===== config.mk =====
export PLATFORM = sky130hd
export DESIGN_NAME = apb_follower_regbank_flat
export DESIGN_NICKNAME = d
export VERILOG_FILES = /design/src/rtl/apb_follower_regbank_if.sv /design/src/rtl/apb_follower_regbank.sv /design/src/flat_wrapper.sv
export SDC_FILE = /design/constraint.sdc
export NUM_CORES = 2
export LEC_CHECK = 0
export ABC_CLOCK_PERIOD_IN_PS = 2150
export CAP_MARGIN = 0
export CORE_AREA = 2 2 319 447
export CTS_CLUSTER_DIAMETER = 200
export CTS_CLUSTER_SIZE = 10
export DETAILED_ROUTE_END_ITERATION = 8
export DIE_AREA = 0 0 321 449
export PLACE_DENSITY = 0.62
export SYNTH_ARGS = -nofsm -noshare
export SYNTH_HDL_FRONTEND = slang
export SYNTH_SLANG_ARGS = --single-unit

===== constraint.sdc =====
create_clock -name PCLK -period 2.15 [get_ports PCLK]
set_clock_uncertainty 0.15 [all_clocks]
set_input_delay 0.3225 -clock PCLK [delete_from_list [all_inputs] [get_ports PCLK]]
set_output_delay 0.3225 -clock PCLK [all_outputs]
set_load 0.005 [all_outputs]

===== src/rtl/apb_follower_regbank_if.sv =====
// APB completer-side bus bundle for apb_follower_regbank.
//   master : the APB leader side (drives select/enable/address/data).
//   slave  : the completer side (returns PREADY/PRDATA/PSLVERR).
// Signals:
//   PSEL     completer select (one bit of the leader's PSEL vector)
//   PENABLE  access phase
//   PWRITE   1=write, 0=read
//   PADDR    word address, MSB is the completer-select bit
//   PWDATA   write data
//   PREADY   transfer complete
//   PRDATA   read data, valid only while PREADY=1 on a read
//   PSLVERR  error, valid only while PREADY=1
interface apb_follower_regbank_if #(
  parameter int unsigned ADDR_WIDTH = 10,
  parameter int unsigned DATA_WIDTH = 16
);

  logic                  PSEL;
  logic                  PENABLE;
  logic                  PWRITE;
  logic [ADDR_WIDTH-1:0] PADDR;
  logic [DATA_WIDTH-1:0] PWDATA;
  logic                  PREADY;
  logic [DATA_WIDTH-1:0] PRDATA;
  logic                  PSLVERR;

  modport master (
    output PSEL,
    output PENABLE,
    output PWRITE,
    output PADDR,
    output PWDATA,
    input  PREADY,
    input  PRDATA,
    input  PSLVERR
  );

  modport slave (
    input  PSEL,
    input  PENABLE,
    input  PWRITE,
    input  PADDR,
    input  PWDATA,
    output PREADY,
    output PRDATA,
    output PSLVERR
  );

endinterface


===== src/rtl/apb_follower_regbank.sv =====
// APB completer: word-addressed register bank with a fixed number of
// access-phase wait states before PREADY.
// Ports:
//   PCLK     clock, rising edge
//   PRESETN  asynchronous, active-low reset; aborts any transfer in flight
//   apb      completer side of apb_follower_regbank_if
//            (PSEL/PENABLE/PWRITE/PADDR/PWDATA in, PREADY/PRDATA/PSLVERR out)
// Address decode: the low $clog2(DEPTH) bits select the register, any set bit
// between that field and the MSB flags the transfer out of range, and the MSB
// (leader's completer select) is ignored.
module apb_follower_regbank #(
  parameter int unsigned ADDR_WIDTH  = 10,
  parameter int unsigned DATA_WIDTH  = 16,
  parameter int unsigned DEPTH       = 64,
  parameter int unsigned WAIT_CYCLES = 2
) (
  input  logic                   PCLK,
  input  logic                   PRESETN,
  apb_follower_regbank_if.slave  apb
);

  localparam int unsigned IDX_W = (DEPTH > 1) ? $clog2(DEPTH) : 1;
  localparam int unsigned LOW_W = ADDR_WIDTH - 1;
  localparam int unsigned CNT_W = 4;

  typedef enum logic {
    IDLE,
    ACCESS
  } state_t;

  state_t                state;
  logic [CNT_W-1:0]      cnt;
  logic [IDX_W-1:0]      lat_idx;
  logic                  lat_write;
  logic                  lat_oor;
  logic [DATA_WIDTH-1:0] lat_wdata;

  logic [DATA_WIDTH-1:0] regs [DEPTH];

  logic                  oor_c;
  logic                  complete_c;
  logic                  wr_en_c;
  logic [DATA_WIDTH-1:0] rdata_c;
  logic                  unused_paddr_msb;

  // Leader's completer-select bit; decoded upstream.
  assign unused_paddr_msb = apb.PADDR[ADDR_WIDTH-1];

  // Out of range when any address bit above the index field (below the MSB) is set.
  assign oor_c = ((apb.PADDR[LOW_W-1:0] >> IDX_W) != '0);

  // Completion: wait states exhausted and the leader is in its access phase.
  assign complete_c = (state == ACCESS) && (cnt == '0) && apb.PSEL && apb.PENABLE;
  assign wr_en_c    = complete_c && lat_write && !lat_oor;

  // Read data only on an in-range read completion; zero otherwise.
  always_comb begin
    rdata_c = '0;
    if (complete_c && !lat_write && !lat_oor) begin
      rdata_c = regs[lat_idx];
    end
  end

  assign apb.PREADY  = complete_c;
  assign apb.PRDATA  = rdata_c;
  assign apb.PSLVERR = complete_c && lat_oor;

  // Transfer sequencing: latch request at setup, count wait states, finish or abort.
  always_ff @(posedge PCLK or negedge PRESETN) begin
    if (!PRESETN) begin
      state     <= IDLE;
      cnt       <= '0;
      lat_idx   <= '0;
      lat_write <= 1'b0;
      lat_oor   <= 1'b0;
      lat_wdata <= '0;
    end else begin
      case (state)
        IDLE: begin
          if (apb.PSEL && !apb.PENABLE) begin
            state     <= ACCESS;
            cnt       <= CNT_W'(WAIT_CYCLES);
            lat_idx   <= apb.PADDR[IDX_W-1:0];
            lat_write <= apb.PWRITE;
            lat_oor   <= oor_c;
            lat_wdata <= apb.PWDATA;
          end
        end
        ACCESS: begin
          if (!apb.PSEL) begin
            // Leader dropped select: abandon without committing anything.
            state <= IDLE;
            cnt   <= '0;
          end else if (cnt != '0) begin
            cnt <= cnt - CNT_W'(1);
          end else if (apb.PENABLE) begin
            state <= IDLE;
          end
        end
        default: begin
          state <= IDLE;
          cnt   <= '0;
        end
      endcase
    end
  end

  // Register storage; written only on an in-range write completion.
  always_ff @(posedge PCLK or negedge PRESETN) begin
    if (!PRESETN) begin
      for (int i = 0; i < int'(DEPTH); i++) begin
        regs[i] <= '0;
      end
    end else if (wr_en_c) begin
      regs[lat_idx] <= lat_wdata;
    end
  end

endmodule

===== src/flat_wrapper.sv =====
// flat-port wrapper written by rule: the top's interface ports become plain ports
module apb_follower_regbank_flat 
#(
  parameter int unsigned ADDR_WIDTH  = 10,
  parameter int unsigned DATA_WIDTH  = 16,
  parameter int unsigned DEPTH       = 64,
  parameter int unsigned WAIT_CYCLES = 2
)
  (PCLK, PRESETN, apb_PSEL, apb_PENABLE, apb_PWRITE, apb_PADDR, apb_PWDATA, apb_PREADY, apb_PRDATA, apb_PSLVERR);
  apb_follower_regbank_if #(.ADDR_WIDTH(ADDR_WIDTH), .DATA_WIDTH(DATA_WIDTH)) apb_i ();
  input  logic PCLK;
  input  logic PRESETN;
  input wire logic [$bits(apb_i.PSEL)-1:0] apb_PSEL;
  input wire logic [$bits(apb_i.PENABLE)-1:0] apb_PENABLE;
  input wire logic [$bits(apb_i.PWRITE)-1:0] apb_PWRITE;
  input wire logic [$bits(apb_i.PADDR)-1:0] apb_PADDR;
  input wire logic [$bits(apb_i.PWDATA)-1:0] apb_PWDATA;
  output wire logic [$bits(apb_i.PREADY)-1:0] apb_PREADY;
  output wire logic [$bits(apb_i.PRDATA)-1:0] apb_PRDATA;
  output wire logic [$bits(apb_i.PSLVERR)-1:0] apb_PSLVERR;
  assign apb_i.PSEL = apb_PSEL;
  assign apb_i.PENABLE = apb_PENABLE;
  assign apb_i.PWRITE = apb_PWRITE;
  assign apb_i.PADDR = apb_PADDR;
  assign apb_i.PWDATA = apb_PWDATA;
  assign apb_PREADY = apb_i.PREADY;
  assign apb_PRDATA = apb_i.PRDATA;
  assign apb_PSLVERR = apb_i.PSLVERR;
  apb_follower_regbank #(.ADDR_WIDTH(ADDR_WIDTH), .DATA_WIDTH(DATA_WIDTH), .DEPTH(DEPTH), .WAIT_CYCLES(WAIT_CYCLES)) u_core (.PCLK(PCLK), .PRESETN(PRESETN), .apb(apb_i));
endmodule

==> impl_metrics.tcl <==
set metrics [dict create \
    synth.cell_area_mm2 0.0487 \
    num_rows 163 \
    endpoint "apb_PRDATA[2]" \
    portion_of_the_post_synthesis_area_used_by_sequential_elements_pct 54.1 \
    fillers 12400 \
    initial_utilization_pct 34.7 \
    finalNetCount 3884 \
    switchingPower_mw 16.2 \
    ys_warn_count 0 \
    first_pass_grt_wire_length_um 239000 \
    avgSynthCellArea_um2 14.5 \
    powerDensity_mw_per_mm2 832 \
    hold-worst-slack_ns 0.0403 \
    number_of_global_route_vias_before_repair 34300 \
    worstHoldPathType "in2reg" \
    postSynthNetCount 3396 \
    rsz0062_at_grt "yes" \
    finalHoldViolCount 0 \
    hpwl_um 107000 \
    gp_congestion 0.927 \
    timing.rr.start "u_core.lat_idx[0]$_DFFE_PN0P_" \
    antenna_found_initial 4 \
    post_synth_num_cell_types 75 \
    worstSkewPairLatency_ns 0.75 \
    synth_top_cells_by_count "1,114 x mux2_2, 1,053 x dfrtp_1, 141 x clkbuf_1" \
    final_layout_size_suffix_gt1_share_pct 59.8 \
    detail_route.iter0.violations 2620 \
    clockRootBuffer "clkbuf_16" \
    p_int_mw 35.6 \
    grt_start_max_net_pins 102 \
    die-width_um 321 \
    multiInputGateArea_mm2 0.0221 \
    worst-r2r-cell-count 12 \
    clkTransAtPathRegs_ns 0.06 \
    clock-sinks 1053 \
    critPathRequiredTime_ns 1.68 \
    synth-async-reset-ratio_pct 100 \
    vias 32700 \
    synth.ff_latch_count 1053 \
    chipHeight_um 449 \
    gr-total-overflow 0 \
    status "complete, but fails checks" \
    power.switching_fraction_pct 31.3 \
    crit_fanout 4 \
    ctsLongestPathBuffers 3 \
    fp.dieArea_mm2 0.144 \
    route.detailed.drc 0 \
    yosys.area.top_type_share_pct 54.1 \
    irDropWorstVdd_mv 0.676 \
    finalNonFillerCells 5690 \
    report.final.slew_viol_count 0 \
    clock_tree.htree_level_count 3 \
    drv_cap 0 \
    library_cell_with_the_highest_instance_count_after_synthesis "mux2_2" \
    critical_path.reg2reg.endpoint "u_core.regs[1018]$_DFFE_PN0P_" \
    worst_setup_path_startpoint "u_core.lat_idx[0]$_DFFE_PN0P_" \
    synth.area.top_cells "dfrtp_1 54%, mux2_2 26%, mux4_2 4.4%, o22ai_1 1.8%, o221ai_1 1.7%" \
    arrival_ns 3.50 \
    synth_top_area_cell "dfrtp_1" \
    combPwrFrac_pct 26.5 \
    rrSetupSlack_ns -0.68 \
    fin_tns_setup_ns -535.78 \
    timing.setup.critical_path_class "reg2out" \
    violated_checks "setup timing" \
    routed_wirelength_um 165000 \
    syn_to_final_growth_pct 27.9 \
    gr-usage-all-layers_pct 22.5 \
    synthFlopType "dfrtp_1" \
    p_leak_nw 30.5 \
    remaining_antenna_violation_count 0 \
    period_share_pct 185 \
    core-area_mm2 0.140 \
    dp.cells 5435 \
    ff_latch_area_mm2 0.0264 \
    cts_tree "built" \
    synth_cells 3364 \
    final_worst_setup_slack_ns -1.83 \
    io_pins 49 \
    detail_route.wl_per_cell_um 29.0 \
    timing_worst_slew_pin_value_ns 0.956 \
    numCtsBuffers 115 \
    maxClockFrequency_mhz 251 \
    slew_headroom_pct 36.3 \
    end_kind "output port" \
    start_kind "flip-flop" \
    period_needed_ns 3.98 \
    synth_enable_flop_cells 0 \
    drtPass1Iterations 6 \
    p_clk_share_pct 33.9 \
    report.final.setup_viol 1042 \
    numPortBuffers 47 \
    post_drt_via_cell_ratio 5.74 \
    pwr-share-seq_pct 39.6 \
    place_ws_ns -2.18 \
]
logic make-up (layout without fill, tap and decap cells):
group / Yosys count / in the layout / share of synthesized area, %
multiplexers: 1302 / 1302 / 32.4
AO/OA/AOI/OAI: 415 / 415 / 6.10
other: 0 / 5 / 0
buffers and inverters: 320 / 826 / 3.78
flip-flops: 1053 / 1053 / 54.1
adder cells (fa/ha/maj): 1 / 1 / 0.0257
AND/OR/NAND/NOR: 271 / 271 / 3.56
XOR/XNOR: 2 / 2 / 0.0360
critical path, stage by stage (launching register included):
cell,delay (ns)
dfrtp_4,0.51
buf_12,0.16
buf_12,0.13
buf_6,0.11
buf_6,0.11
mux4_2,0.36
mux2i_4,0.09
a22oi_2,0.37
o21ai_4,0.15
nor4_4,0.45
buf_4,0.20
buf_6,0.08
flip-flops by register name (all words and copies together), names as in the netlist:
signal            flops
u_core.lat_oor        1
u_core.lat_idx        6
u_core.lat_write      1
u_core.state          1
u_core.cnt            4
u_core.lat_wdata     16
u_core.regs        1024
per-layer routing:
layer | vias to the layer above | wire length [µm] | track usage, %
met5 | - | 12 | 0
met4 | 2 | 11900 | 14.1
met3 | 394 | 8620 | 3.09
met2 | 1107 | 80400 | 37.7
met1 | 17600 | 64200 | 27.4
li1 | 13500 | - | -
per-stage QoR:
| stage | power (mW) | instance area [µm²] | util (%) |
|---|---|---|---|
| floorplan | 25.4 | 48800 | - |
| global placement | 31.9 | 55700 | 39.7 |
| detailed placement | 32.0 | 55700 | 39.7 |
| CTS | 51.3 | 61100 | 43.6 |
| global route | 53.2 | 62300 | 44.4 |
| finish | 51.8 | 62300 | 44.4 |
cell usage in the layout (no fill, tap or decap), drive strengths merged, types with 8 or more instances in the layout:
cell type,instances
o211ai,10
clkdlybuf4s50,28
clkbuf,139
inv,10
nand2b,8
mux2i,52
nor2b,8
a21oi,29
nor2,51
o221ai,96
o21ai,34
nand3,13
mux2,1155
buf,641
a31oi,8
nand2,124
o22ai,139
nor4,19
nor3,8
a221oi,8
a211oi,9
mux4,95
dfrtp,1053
a22oi,34
power groups by stage:
stage          sequential, mW  clock [mW]  combinational (mW)
6_report                 20.5        17.6                13.7
5_1_grt                  20.5        18.6                14.1
4_1_cts                  20.5        17.8                13.0
3_5_place_dp             20.9           0                11.1
3_3_place_gp             20.8           0                11.1
2_1_floorplan            20.5           0                4.91
layout make-up:
cell class | instances | area share, %
antenna | 5 | 0.0201
tap | 1815 | 3.65
sequential | 1053 | 42.4
clock inverter | 4 | 0.0985
clock buffer | 131 | 4.86
timing repair buffer | 683 | 13.4
inverter | 8 | 0.0723
multi-input combinational | 1991 | 35.5
what timing repair did:
action	CTS	global route
setup buffers	83	39
resized for setup	352	141
gates cloned	10	8
endpoints found under the hold margin	1051	0
pin swaps	82	78
hold buffers	2	0
endpoints found under the setup margin	1042	1042
how the worst min path moves through the flow:
stage	startpoint	to	slack, ns	cells after the start
global placement	PRESETN	u_core.regs[159]$_DFFE_PN0P_	0.07	1
detailed placement	PRESETN	u_core.regs[159]$_DFFE_PN0P_	0.08	1
finish	apb_PWDATA[3]	u_core.lat_wdata[3]$_DFFE_PN0P_	0.04	2
floorplan	PRESETN	u_core.cnt[0]$_DFFE_PN0P_	-0.12	0
global route	apb_PWDATA[13]	u_core.lat_wdata[13]$_DFFE_PN0P_	0.04	2
CTS	apb_PWDATA[13]	u_core.lat_wdata[13]$_DFFE_PN0P_	0.001	2
No activity file was read; power rests on OpenSTA's default activity.
